**src/rtl/coef_sender_pkg.sv**
```systemverilog
// Shared definitions for the coefficient sender and the matrix controller:
// default frame geometry and the sender FSM state encoding.
package coef_sender_pkg;

  localparam int CW_DEF    = 8;
  localparam int NCOEF_DEF = 12;
  localparam int LEAD_DEF  = 3;

  typedef enum logic [2:0] {
    S_IDLE = 3'd0,
    S_LOAD = 3'd1,
    S_LEAD = 3'd2,
    S_SEND = 3'd3,
    S_DONE = 3'd4
  } sender_state_t;

endpackage

```
**src/rtl/coef_sender_buf.sv**
```systemverilog
// Coefficient register buffer: one write port and one indexed read port.
// Out-of-range write addresses are dropped; out-of-range reads return zero.
module coef_buf #(
  parameter int CW    = 8,
  parameter int NCOEF = 12
) (
  input  logic          clk,
  input  logic          rst_n,
  input  logic          i_wr_en,
  input  logic [3:0]    i_wr_addr,
  input  logic [CW-1:0] i_wr_data,
  input  logic [3:0]    i_rd_addr,
  output logic [CW-1:0] o_rd_data
);

  localparam logic [3:0] LAST_IDX = 4'(NCOEF - 1);

  logic [CW-1:0] r_mem [NCOEF];

  always_ff @(posedge clk) begin
    if (!rst_n) begin
      for (int i = 0; i < NCOEF; i++) begin
        r_mem[i] <= '0;
      end
    end else if (i_wr_en && (i_wr_addr <= LAST_IDX)) begin
      r_mem[i_wr_addr] <= i_wr_data;
    end
  end

  assign o_rd_data = (i_rd_addr <= LAST_IDX) ? r_mem[i_rd_addr] : '0;

endmodule

```
**src/rtl/coef_sender.sv**
```systemverilog
// Streams a buffered frame of NCOEF coefficients to the matrix controller:
// a cf_load pulse, LEAD-1 quiet cycles, then one coefficient per cycle.
module coef_sender
  import coef_sender_pkg::*;
#(
  parameter int CW    = CW_DEF,
  parameter int NCOEF = NCOEF_DEF,
  parameter int LEAD  = LEAD_DEF
) (
  input  logic          clk,
  input  logic          rst_n,
  input  logic          wr_en,
  input  logic [3:0]    wr_addr,
  input  logic [CW-1:0] wr_data,
  input  logic          start,
  output logic          busy,
  output logic          done,
  output logic          cf_load,
  output logic          cf_valid,
  output logic [CW-1:0] cf_data,
  output logic [3:0]    cf_idx
);

  localparam logic [3:0] LAST_IDX  = 4'(NCOEF - 1);
  localparam logic [3:0] LEAD_LAST = 4'((LEAD > 1) ? (LEAD - 2) : 0);

  sender_state_t r_state;
  sender_state_t w_next;
  logic [3:0]    r_cnt;
  logic [3:0]    w_cnt_next;
  logic [CW-1:0] w_rd_data;
  logic          w_wr_en;

  // Writes are only accepted while no frame is in flight, so a frame is never torn.
  assign w_wr_en = wr_en && !busy;

  coef_buf #(
    .CW    (CW),
    .NCOEF (NCOEF)
  ) u_buf (
    .clk       (clk),
    .rst_n     (rst_n),
    .i_wr_en   (w_wr_en),
    .i_wr_addr (wr_addr),
    .i_wr_data (wr_data),
    .i_rd_addr (r_cnt),
    .o_rd_data (w_rd_data)
  );

  always_ff @(posedge clk) begin
    if (!rst_n) begin
      r_state <= S_IDLE;
      r_cnt   <= '0;
    end else begin
      r_state <= w_next;
      r_cnt   <= w_cnt_next;
    end
  end

  // r_cnt counts quiet cycles in LEAD, then doubles as the read index in SEND.
  always_comb begin
    w_next     = r_state;
    w_cnt_next = r_cnt;
    busy       = 1'b0;
    done       = 1'b0;
    cf_load    = 1'b0;
    cf_valid   = 1'b0;
    cf_data    = '0;
    cf_idx     = '0;
    case (r_state)
      S_IDLE: begin
        w_cnt_next = '0;
        if (start) begin
          w_next = S_LOAD;
        end
      end
      S_LOAD: begin
        busy       = 1'b1;
        cf_load    = 1'b1;
        w_cnt_next = '0;
        w_next     = (LEAD > 1) ? S_LEAD : S_SEND;
      end
      S_LEAD: begin
        busy = 1'b1;
        if (r_cnt == LEAD_LAST) begin
          w_next     = S_SEND;
          w_cnt_next = '0;
        end else begin
          w_cnt_next = r_cnt + 4'd1;
        end
      end
      S_SEND: begin
        busy     = 1'b1;
        cf_valid = 1'b1;
        cf_idx   = r_cnt;
        cf_data  = w_rd_data;
        if (r_cnt == LAST_IDX) begin
          w_next     = S_DONE;
          w_cnt_next = '0;
        end else begin
          w_cnt_next = r_cnt + 4'd1;
        end
      end
      S_DONE: begin
        done   = 1'b1;
        w_next = S_IDLE;
      end
      default: begin
        w_next     = S_IDLE;
        w_cnt_next = '0;
      end
    endcase
  end

endmodule

```
**config.mk**
```make
export PLATFORM = sky130hd
export DESIGN_NAME = coef_sender
export DESIGN_NICKNAME = d
export VERILOG_FILES = /design/src/rtl/coef_sender_pkg.sv /design/src/rtl/coef_sender_buf.sv /design/src/rtl/coef_sender.sv
export SDC_FILE = /design/constraint.sdc
export NUM_CORES = 1
export LEC_CHECK = 0
export ABC_CLOCK_PERIOD_IN_PS = 4600
export BUFFER_PORTS_ARGS = -buffer_cell sky130_fd_sc_hd__clkbuf_2
export CAP_MARGIN = 10
export CORE_ASPECT_RATIO = 2
export CORE_MARGIN = 2
export CORE_UTILIZATION = 50
export CTS_CLUSTER_SIZE = 14
export DETAILED_ROUTE_END_ITERATION = 10
export PLACE_DENSITY = 0.67
export SYNTH_ARGS = -nofsm -noshare
export SYNTH_HDL_FRONTEND = slang
export SYNTH_HIERARCHICAL = 1
export SYNTH_SLANG_ARGS = --single-unit
```
**constraint.sdc**
```tcl
create_clock -name clk -period 4.6 [get_ports clk]
set_clock_uncertainty 0.05 [all_clocks]
set_input_delay 0 -clock clk [delete_from_list [all_inputs] [get_ports clk]]
set_output_delay 0 -clock clk [all_outputs]
set_load 0.02 [all_outputs]
```
; ---- Yosys cells after proc, flatten, opt, wreduce, memory -nomap -nowiden
; Memories as Yosys holds them, arrays and structs flattened. A register that Yosys moved wholly into a read port is not among the register bits.
; Index checks and enable logic that the tools add are counted.
[op_classes]
add_sub_neg = 1
order_cmp = 2
n_eq_ne = 9
mux = 23
reduce_logical = 7
[ops]
columns = cell, count
row1 = $mux W4, 6
row2 = $mux W8, 3
row3 = $pmux W3 S4, 1
row4 = $pmux W4 S3, 1
row5 = $mux W1, 9
row6 = $mux W3, 3
row7 = $le A4 B4 Y1 const B, 2
row8 = $reduce_or A8 Y1, 1
row9 = $eq A3 B2 Y1 const B, 2
row10 = $ne A2 B2 Y1 const B, 3
row11 = $add A4 B1 Y4 const B, 1
row12 = $eq A4 B1 Y1 const B, 1
row13 = $eq A4 B4 Y1 const B, 1
row14 = $eq A3 B1 Y1 const B, 1
row15 = $eq A3 B3 Y1 const B, 1
row16 = $logic_not A3 Y1, 1
row17 = $reduce_and A3 Y1, 1
row18 = $reduce_or A3 Y1, 1
row19 = $logic_and A1 B1 Y1, 2
row20 = $logic_not A1 Y1, 1
[word_totals]
reg_bits = 7
ramBits = 96
in_bits = 16
output_inout_bits = 16
wordCells = 45
n_memories = 1
[memory_table]
columns = memory, words, width, read_ports, rd_ports_with_merged_regs, wr, line_no
row1 = u_buf.r_mem, 12, 8, 1, 1, 12, coef_sender_buf.sv:18  ; logic [CW-1:0] r_mem [NCOEF];

; ---- Longest topological paths before layout
; Gate-level depths: netlist of run 1.
[depth]
ltp_word = 11
ltp_mapped = 7
mapped_depth_nobuf = 6

; ---- By module
; The synthesis of run 1 kept the hierarchy.
[modules_own_cells]
columns = module, instances, cells_per_inst, area_each_um2, seq_area_each_um2
row1 = coef_buf, 1, 308, 4534.3, 2882.8
row2 = coef_sender, 1, 60, 484.2, 140.1

; ---- Worst setup path before layout of run 1
; No wires, ideal clock.
[synth_path]
path_kind = register to register
from = register r_state[0]
to = memory u_buf.r_mem[2][0] (enable)
setup_time_ns = 0.384
arrival_ns = 1.730
required_time_ns = 4.166
path_slack_ns = 2.436
path_stages_with_launch = 7
path_buffers = 1
synth_period_minus_slack_ns = 2.164
path_cell_list = dfxtp_1 > buf_6 > nor2_1 > nor2_1 > nor2b_1 > nand4bb_1 > o21ai_0
[synth_rtl]
columns = element, line_no
row1 = start: declaration, coef_sender.sv:27  ; sender_state_t r_state;
row2 = start signal: assignment, coef_sender.sv:55  ; r_state <= w_next;
row3 = end: declaration, coef_sender_buf.sv:18

==> run summary, run 1 <==
largest family of logic cells by synthesized area: simple AND/OR/NAND/NOR gates
multiplexer area fraction after synthesis: 0.112
CTS tree: built
post-synthesis cell area: 5020 µm²
CP max stage delay: 960 ps
#FFs+latches synth: 103
area delta synth->final: 9.50%
ANT nets after route: 0
CP max stage cell: o21ai_0
I/O Buffers: 31
Worst VDD drop: 0.000216 V
Area after DPL: 5210 µm²
cell family with most CP delay: compound AO/OA/AOI/OAI gates
Clock Path Buffers: 2
commonest cells after routing, fill and taps aside: and2_1, edfxtp_1, clkbuf_2
final hold violations: 0
Inserted Clock Buffers: 9
Vias: 2941
DRT iter0 DRCs: 153
Max-Cap Viols: 0
H-tree levels: 3
cell mode on critical path: nor2_1
FF-to-FF End: u_buf/r_mem[6][5]$_SDFFCE_PN0P_
first-pass GRT wire length: 17000 µm
DR pass1 iterations: 4
Worst-Skew Late Latency: 340 ps
WL final: 11500 µm
relative slew slack: 0.244
post-synthesis sequential area ratio: 0.602
Die Wd: 74.8 µm
outcome: finished clean
global route overflow: 0
hold crit path type: primary input to register
Post-Synthesis Cells: 368
WP buf/inv: 0
reg2reg setup slack: 1930 ps
WHS Endpoint: u_buf/r_mem[0][7]$_SDFFCE_PN0P_
synth unique cells: 40
Setup Crit Path Kind: register to register
synth warn: 6
CP Max Fanout: 9
CP startpoint kind: register
num ports: 32
PD cells: 354 nW/µm²
# rows: 51
Final HPWL DP: 8540 µm
Core ar.: 9760 µm²
maximum clock rate: 0.375 GHz
r2r worst-path depth: 5
Hold Path Origin: wr_data[7]
Setup violations, final: 0
post-synthesis adder-cell area fraction: 0.00499
minimum clock period: 2670 ps
per-cell routed wire length: 21.9 µm
Worst EP required: 4510 ps
CP Cell Sequence: nor2_1 -> nor2_1 -> nor2b_1 -> nand4b_1 -> o21ai_0
Mapped Nets: 386
n_diodes: 0
Via-to-Cell Ratio: 5.58
Arr. time, crit path: 2580 ps
Final Wtd Congestion: 0.858
setup TNS: 0 ps
Avg Inst Size Synth: 13.6 µm²
XOR/XNOR share of the synthesized area: 0
clock slew at reported path FFs: 70 ps
crit share post-route: 0.579
crit end category: register
reg2reg start: r_state[0]$_SDFFE_PN0P_
Post-Synth Simple-Gate Area: 0.201
hold depth: 2
post-CTS resize count: 0
largest net degree at the start of global routing: 39
RSZ-0062 raised after global routing: no
P_leak: 2.03 nW
GRT Total Usage: 0.228
count of pins over their slew limit: 0
Final nets: 408
CTS sink count: 103
leading cell type in the layout, fill and taps excluded: and2_1
Design Area, Final: 5500 µm²
starting density of the core: 0.514
CTS root buffer: clkbuf_16
# DRC: 0
Vert. Die Dim: 146 µm
Worst Tran Pin Value: 1120 ps
vias in the first global route: 3001
share of layout cells above drive strength 1: 0.205
Compound-Gate Fraction of Synth Area: 0.0456
Die ar.: 10900 µm²
initial antenna violation count: 0
[through the flow]
stage | util | instances | setup WS [ps] | hold slack [ps] | power (mW)
2_1_floorplan | - | 368 | 2440 | 66.1 | 1.20
3_3_place_gp | 0.533 | 510 | 2100 | 229 | 1.26
3_5_place_dp | 0.533 | 510 | 2020 | 230 | 1.26
4_1_cts | 0.563 | 527 | 2000 | 140 | 1.95
5_1_grt | 0.563 | 527 | 1760 | 158 | 2.00
6_report | 0.563 | 527 | 1930 | 132 | 1.94
[kinds of logic after synthesis]
family,after synthesis
adder cells (fa/ha/maj),2
buffers and inverters,31
AND/OR/NAND/NOR,166
AO/OA/AOI/OAI,34
multiplexers,32
flip-flops,103
[cells in the mapped netlist]
cell | number | area [µm²]
and4b_4 | 1 | 13.8
and2_1 | 109 | 682
nand4bb_1 | 1 | 11.3
o21ai_2 | 1 | 8.76
a21boi_0 | 2 | 15.0
nor3_1 | 1 | 5.00
buf_6 | 4 | 45.0
edfxtp_1 | 96 | 2880
nand2b_1 | 9 | 56.3
buf_4 | 2 | 15.0
o21ai_1 | 1 | 5.00
nor3b_2 | 1 | 12.5
nor4b_1 | 1 | 8.76
o22ai_1 | 8 | 50.1
buf_2 | 1 | 5.00
and3b_2 | 1 | 10.0
buf_1 | 2 | 7.51
a2111oi_0 | 1 | 8.76
o2111ai_1 | 1 | 8.76
a21oi_1 | 1 | 5.00
nand2_1 | 6 | 22.5
o32ai_1 | 8 | 70.1
o21ai_0 | 10 | 50.1
and3_1 | 1 | 6.26
mux2_2 | 16 | 180
inv_1 | 10 | 37.5
nand4b_1 | 2 | 17.5
nor2_1 | 23 | 86.3
buf_12 | 1 | 20.0
mux4_2 | 10 | 225
nor2b_1 | 1 | 6.26
or3_4 | 1 | 11.3
nand3_1 | 4 | 20.0
ha_1 | 2 | 25.0
mux4_1 | 6 | 158
a22oi_1 | 1 | 7.51
nor3_2 | 3 | 30.0
nor3b_1 | 1 | 7.51
dfxtp_1 | 7 | 140
clkbuf_1 | 11 | 41.3
[flip-flops by register name, summed over array words and instances (netlist names)]
name	flops
u_buf/r_mem	96
r_state	3
r_cnt	4
[cell type report]
| class | instances | area (µm²) |
|---|---|---|
| clock buffer | 9 | 225 |
| clock inverter | 7 | 53.8 |
| fill | 813 | 4270 |
| inverter | 10 | 37.5 |
| multi-input combinational | 234 | 1820 |
| sequential | 103 | 3020 |
| tap | 132 | 165 |
| timing repair buffer | 32 | 165 |
[repair_timing]
item / in CTS / in global routing
buffers inserted: 0 / 0
endpoints found under the hold margin: 1 / 0
hold buffers: 1 / 0
[routing by layer]
layer	up-vias	part of all wire	global-route usage
li1	1383	-	-
met1	1421	0.34	0.237
met2	109	0.57	0.407
met3	28	0.042	0.0367
met4	0	0.056	0.134
met5	-	0	0
[report_power, final]
group / internal [mW] / total, mW / switching, mW
Combinational: 0.0595 / 0.145 / 0.0857
Sequential: 1.06 / 1.09 / 0.0324
Clock: 0.371 / 0.706 / 0.335
Total: 1.49 / 1.94 / 0.453
[worst max-delay path by stage]
stage,start,to,slack (ps),cells after the start
2_1_floorplan,r_state[0]$_SDFFE_PN0P_,u_buf/r_mem[2][0]$_SDFFCE_PN0P_,2440,6
3_5_place_dp,r_state[0]$_SDFFE_PN0P_,u_buf/r_mem[7][7]$_SDFFCE_PN0P_,2020,5
6_report,r_state[0]$_SDFFE_PN0P_,u_buf/r_mem[6][5]$_SDFFCE_PN0P_,1930,5
5_1_grt,r_state[0]$_SDFFE_PN0P_,u_buf/r_mem[7][4]$_SDFFCE_PN0P_,1760,5
3_3_place_gp,r_state[0]$_SDFFE_PN0P_,u_buf/r_mem[1][7]$_SDFFCE_PN0P_,2100,5
4_1_cts,r_cnt[0]$_SDFFE_PN0N_,cf_data[6],2000,5
(Power assumes the default switching activity.)
==> run 2: changes to the inputs <==
--- a/config.mk
+++ b/config.mk
@@ -5,7 +5,7 @@
 export SDC_FILE = /design/constraint.sdc
 export NUM_CORES = 1
 export LEC_CHECK = 0
-export ABC_CLOCK_PERIOD_IN_PS = 4600
+export ABC_CLOCK_PERIOD_IN_PS = 2400
 export BUFFER_PORTS_ARGS = -buffer_cell sky130_fd_sc_hd__clkbuf_2
 export CAP_MARGIN = 10
 export CORE_ASPECT_RATIO = 2
@@ -13,7 +13,7 @@
 export CORE_UTILIZATION = 50
 export CTS_CLUSTER_SIZE = 14
 export DETAILED_ROUTE_END_ITERATION = 10
-export PLACE_DENSITY = 0.67
+export PLACE_DENSITY = 0.69
 export SYNTH_ARGS = -nofsm -noshare
 export SYNTH_HDL_FRONTEND = slang
 export SYNTH_HIERARCHICAL = 1
==> constraint.sdc (replaced) <==
create_clock -name clk -period 2.4 [get_ports clk]
set_clock_uncertainty 0.05 [all_clocks]
set_input_delay 0 -clock clk [delete_from_list [all_inputs] [get_ports clk]]
set_output_delay 0 -clock clk [all_outputs]
set_load 0.02 [all_outputs]
==> run 2 against run 1 <==
Compared with the run above: non-clock buffer count grew 20; clock power up 100%; global-route usage fell by 1.4 points; sequential share of layout area shrank 1.7 points; critical path type is now register to output port; highest routed layer unchanged.
==> run summary, run 2 (synthesis results as in run 1) <==
outcome: finished clean
RSZ-0062 raised after global routing: no
Worst VDD drop: 0.000466 V
P_leak: 2.15 nW
placed instance count: 530
max reg flops: 96
largest net degree at the start of global routing: 23
count of pins over their slew limit: 0
CP Max Fanout: 13
# rows: 51
Post-CTS Hold Fix Bufs: 1
Top reg by flops: u_buf/r_mem
Place WS: 334 ps
CTS sink count: 103
Max-Cap Viols: 0
commonest cells after routing, fill and taps aside: and2_1, edfxtp_1, clkbuf_2
setup TNS: 0 ps
initial antenna violation count: 0
area delta synth->final: 13.0%
Final nets: 428
share of layout cells above drive strength 1: 0.241
crit share post-route: 0.911
maximum clock rate: 0.458 GHz
CP startpoint kind: register
Logic pwr share: 0.083
Core ar.: 9760 µm²
P_sw: 0.810 mW
WL final: 10800 µm
final hold violations: 0
DRT iter0 DRCs: 149
CTS tree: built
global route overflow: 0
relative slew slack: 0.617
leading cell type in the layout, fill and taps excluded: and2_1
minimum clock period: 2190 ps
Final Non-Filler Cells: 547
DR pass1 iterations: 4
Die Wd: 74.8 µm
CP Cell Sequence: buf_4 -> mux4_1 -> nor2_1 -> o32ai_1 -> and2_1 -> clkbuf_2
Final HPWL DP: 7960 µm
Via-to-Cell Ratio: 5.46
# DRC: 0
n_diodes: 0
ANT nets after route: 0
GRT Total Usage: 0.214
Clk pwr share: 0.375
setup ws final: 215 ps
Vert. Die Dim: 146 µm
Arr. time, crit path: 2140 ps
per-cell routed wire length: 19.8 µm
Inserted Clock Buffers: 9
CP max stage cell: mux4_1
largest registers: u_buf/r_mem x96, r_cnt x4, r_state x3
post-CTS resize count: 0
starting density of the core: 0.514
Setup Crit Path Kind: register to output port
Final Wtd Congestion: 0.844
Setup violations, final: 0
H-tree levels: 3
CP max stage delay: 590 ps
vias in the first global route: 2963
I/O Buffers: 31
first-pass GRT wire length: 16400 µm
Worst Tran Pin Value: 572 ps
PD cells: 671 nW/µm²
Clock Path Buffers: 2
Worst EP required: 2350 ps
Pint: 3.00 mW
Vias: 2987
clock slew at reported path FFs: 70 ps
Worst-Skew Late Latency: 340 ps
power share of the sequential group: 0.542
num ports: 32
hold crit path type: primary input to register
CTS root buffer: clkbuf_16
crit end category: output port
Sw Share: 0.213
post-CTS setup buffers: 0
Die ar.: 10900 µm²
## run 2: changes by cell type in the layout (fill, tap and decap cells not counted), sizes merged
cell,before,now
clkinvlp,2,1
inv,13,10
clkbuf,40,43
buf,0,20
bufinv,0,1
## run 2: worst paths after layout
path                            from                         endpoint  slack [ps]  depth (start not counted)
max reg2reg  r_state[0]$_SDFFE_PN0P_  u_buf/r_mem[8][7]$_SDFFCE_PN0P_         320                          6
max            r_cnt[0]$_SDFFE_PN0N_                       cf_data[7]         210                          6
min                       wr_data[0]  u_buf/r_mem[6][0]$_SDFFCE_PN0P_         100                          2
min reg2reg  r_state[1]$_SDFFE_PN0P_          r_state[1]$_SDFFE_PN0P_         500                          1
## run 2: cell type report
type / instances / area (µm²)
fillers: 810 / 4090
flip-flops and latches: 103 / 3020
multi-input cells: 234 / 1820
repair buffers: 52 / 328
clock buffers: 12 / 246
well taps: 132 / 165
clock inverters: 4 / 47.5
inverters: 10 / 37.5
## run 2: power groups by stage
stage | registers, mW | clock network [mW] | logic [mW]
4_1_cts | 2.06 | 1.45 | 0.319
5_1_grt | 2.07 | 1.52 | 0.344
6_report | 2.06 | 1.43 | 0.315
2_1_floorplan | 2.08 | 0 | 0.224
3_3_place_gp | 2.10 | 0 | 0.312
3_5_place_dp | 2.10 | 0 | 0.316
## run 2: worst max-delay path, delay by kind of cell (launching register included)
family / cells / cell delay, ps
AOI/OAI and AO/OA: 1 / 80
buffers and inverters: 2 / 450
DFF: 1 / 400
muxes: 1 / 590
and+or+nand+nor: 2 / 260
## run 2: per-layer routing
layer | share of wire | vias to the layer above | GRT usage
li1 | - | 1428 | -
met1 | 0.38 | 1472 | 0.250
met2 | 0.56 | 69 | 0.371
met3 | 0.026 | 18 | 0.0284
met4 | 0.037 | 0 | 0.103
met5 | 0 | - | 0
## run 2: stage by stage
stage / power (mW) / utilization / area (µm²) / hold WS, ps
3_5_place_dp: 2.42 / 0.550 / 5370 / 226
2_1_floorplan: 2.31 / - / 5020 / 66.1
3_3_place_gp: 2.41 / 0.550 / 5370 / 207
4_1_cts: 3.83 / 0.581 / 5670 / 111
6_report: 3.81 / 0.581 / 5670 / 97.3
5_1_grt: 3.93 / 0.581 / 5670 / 127
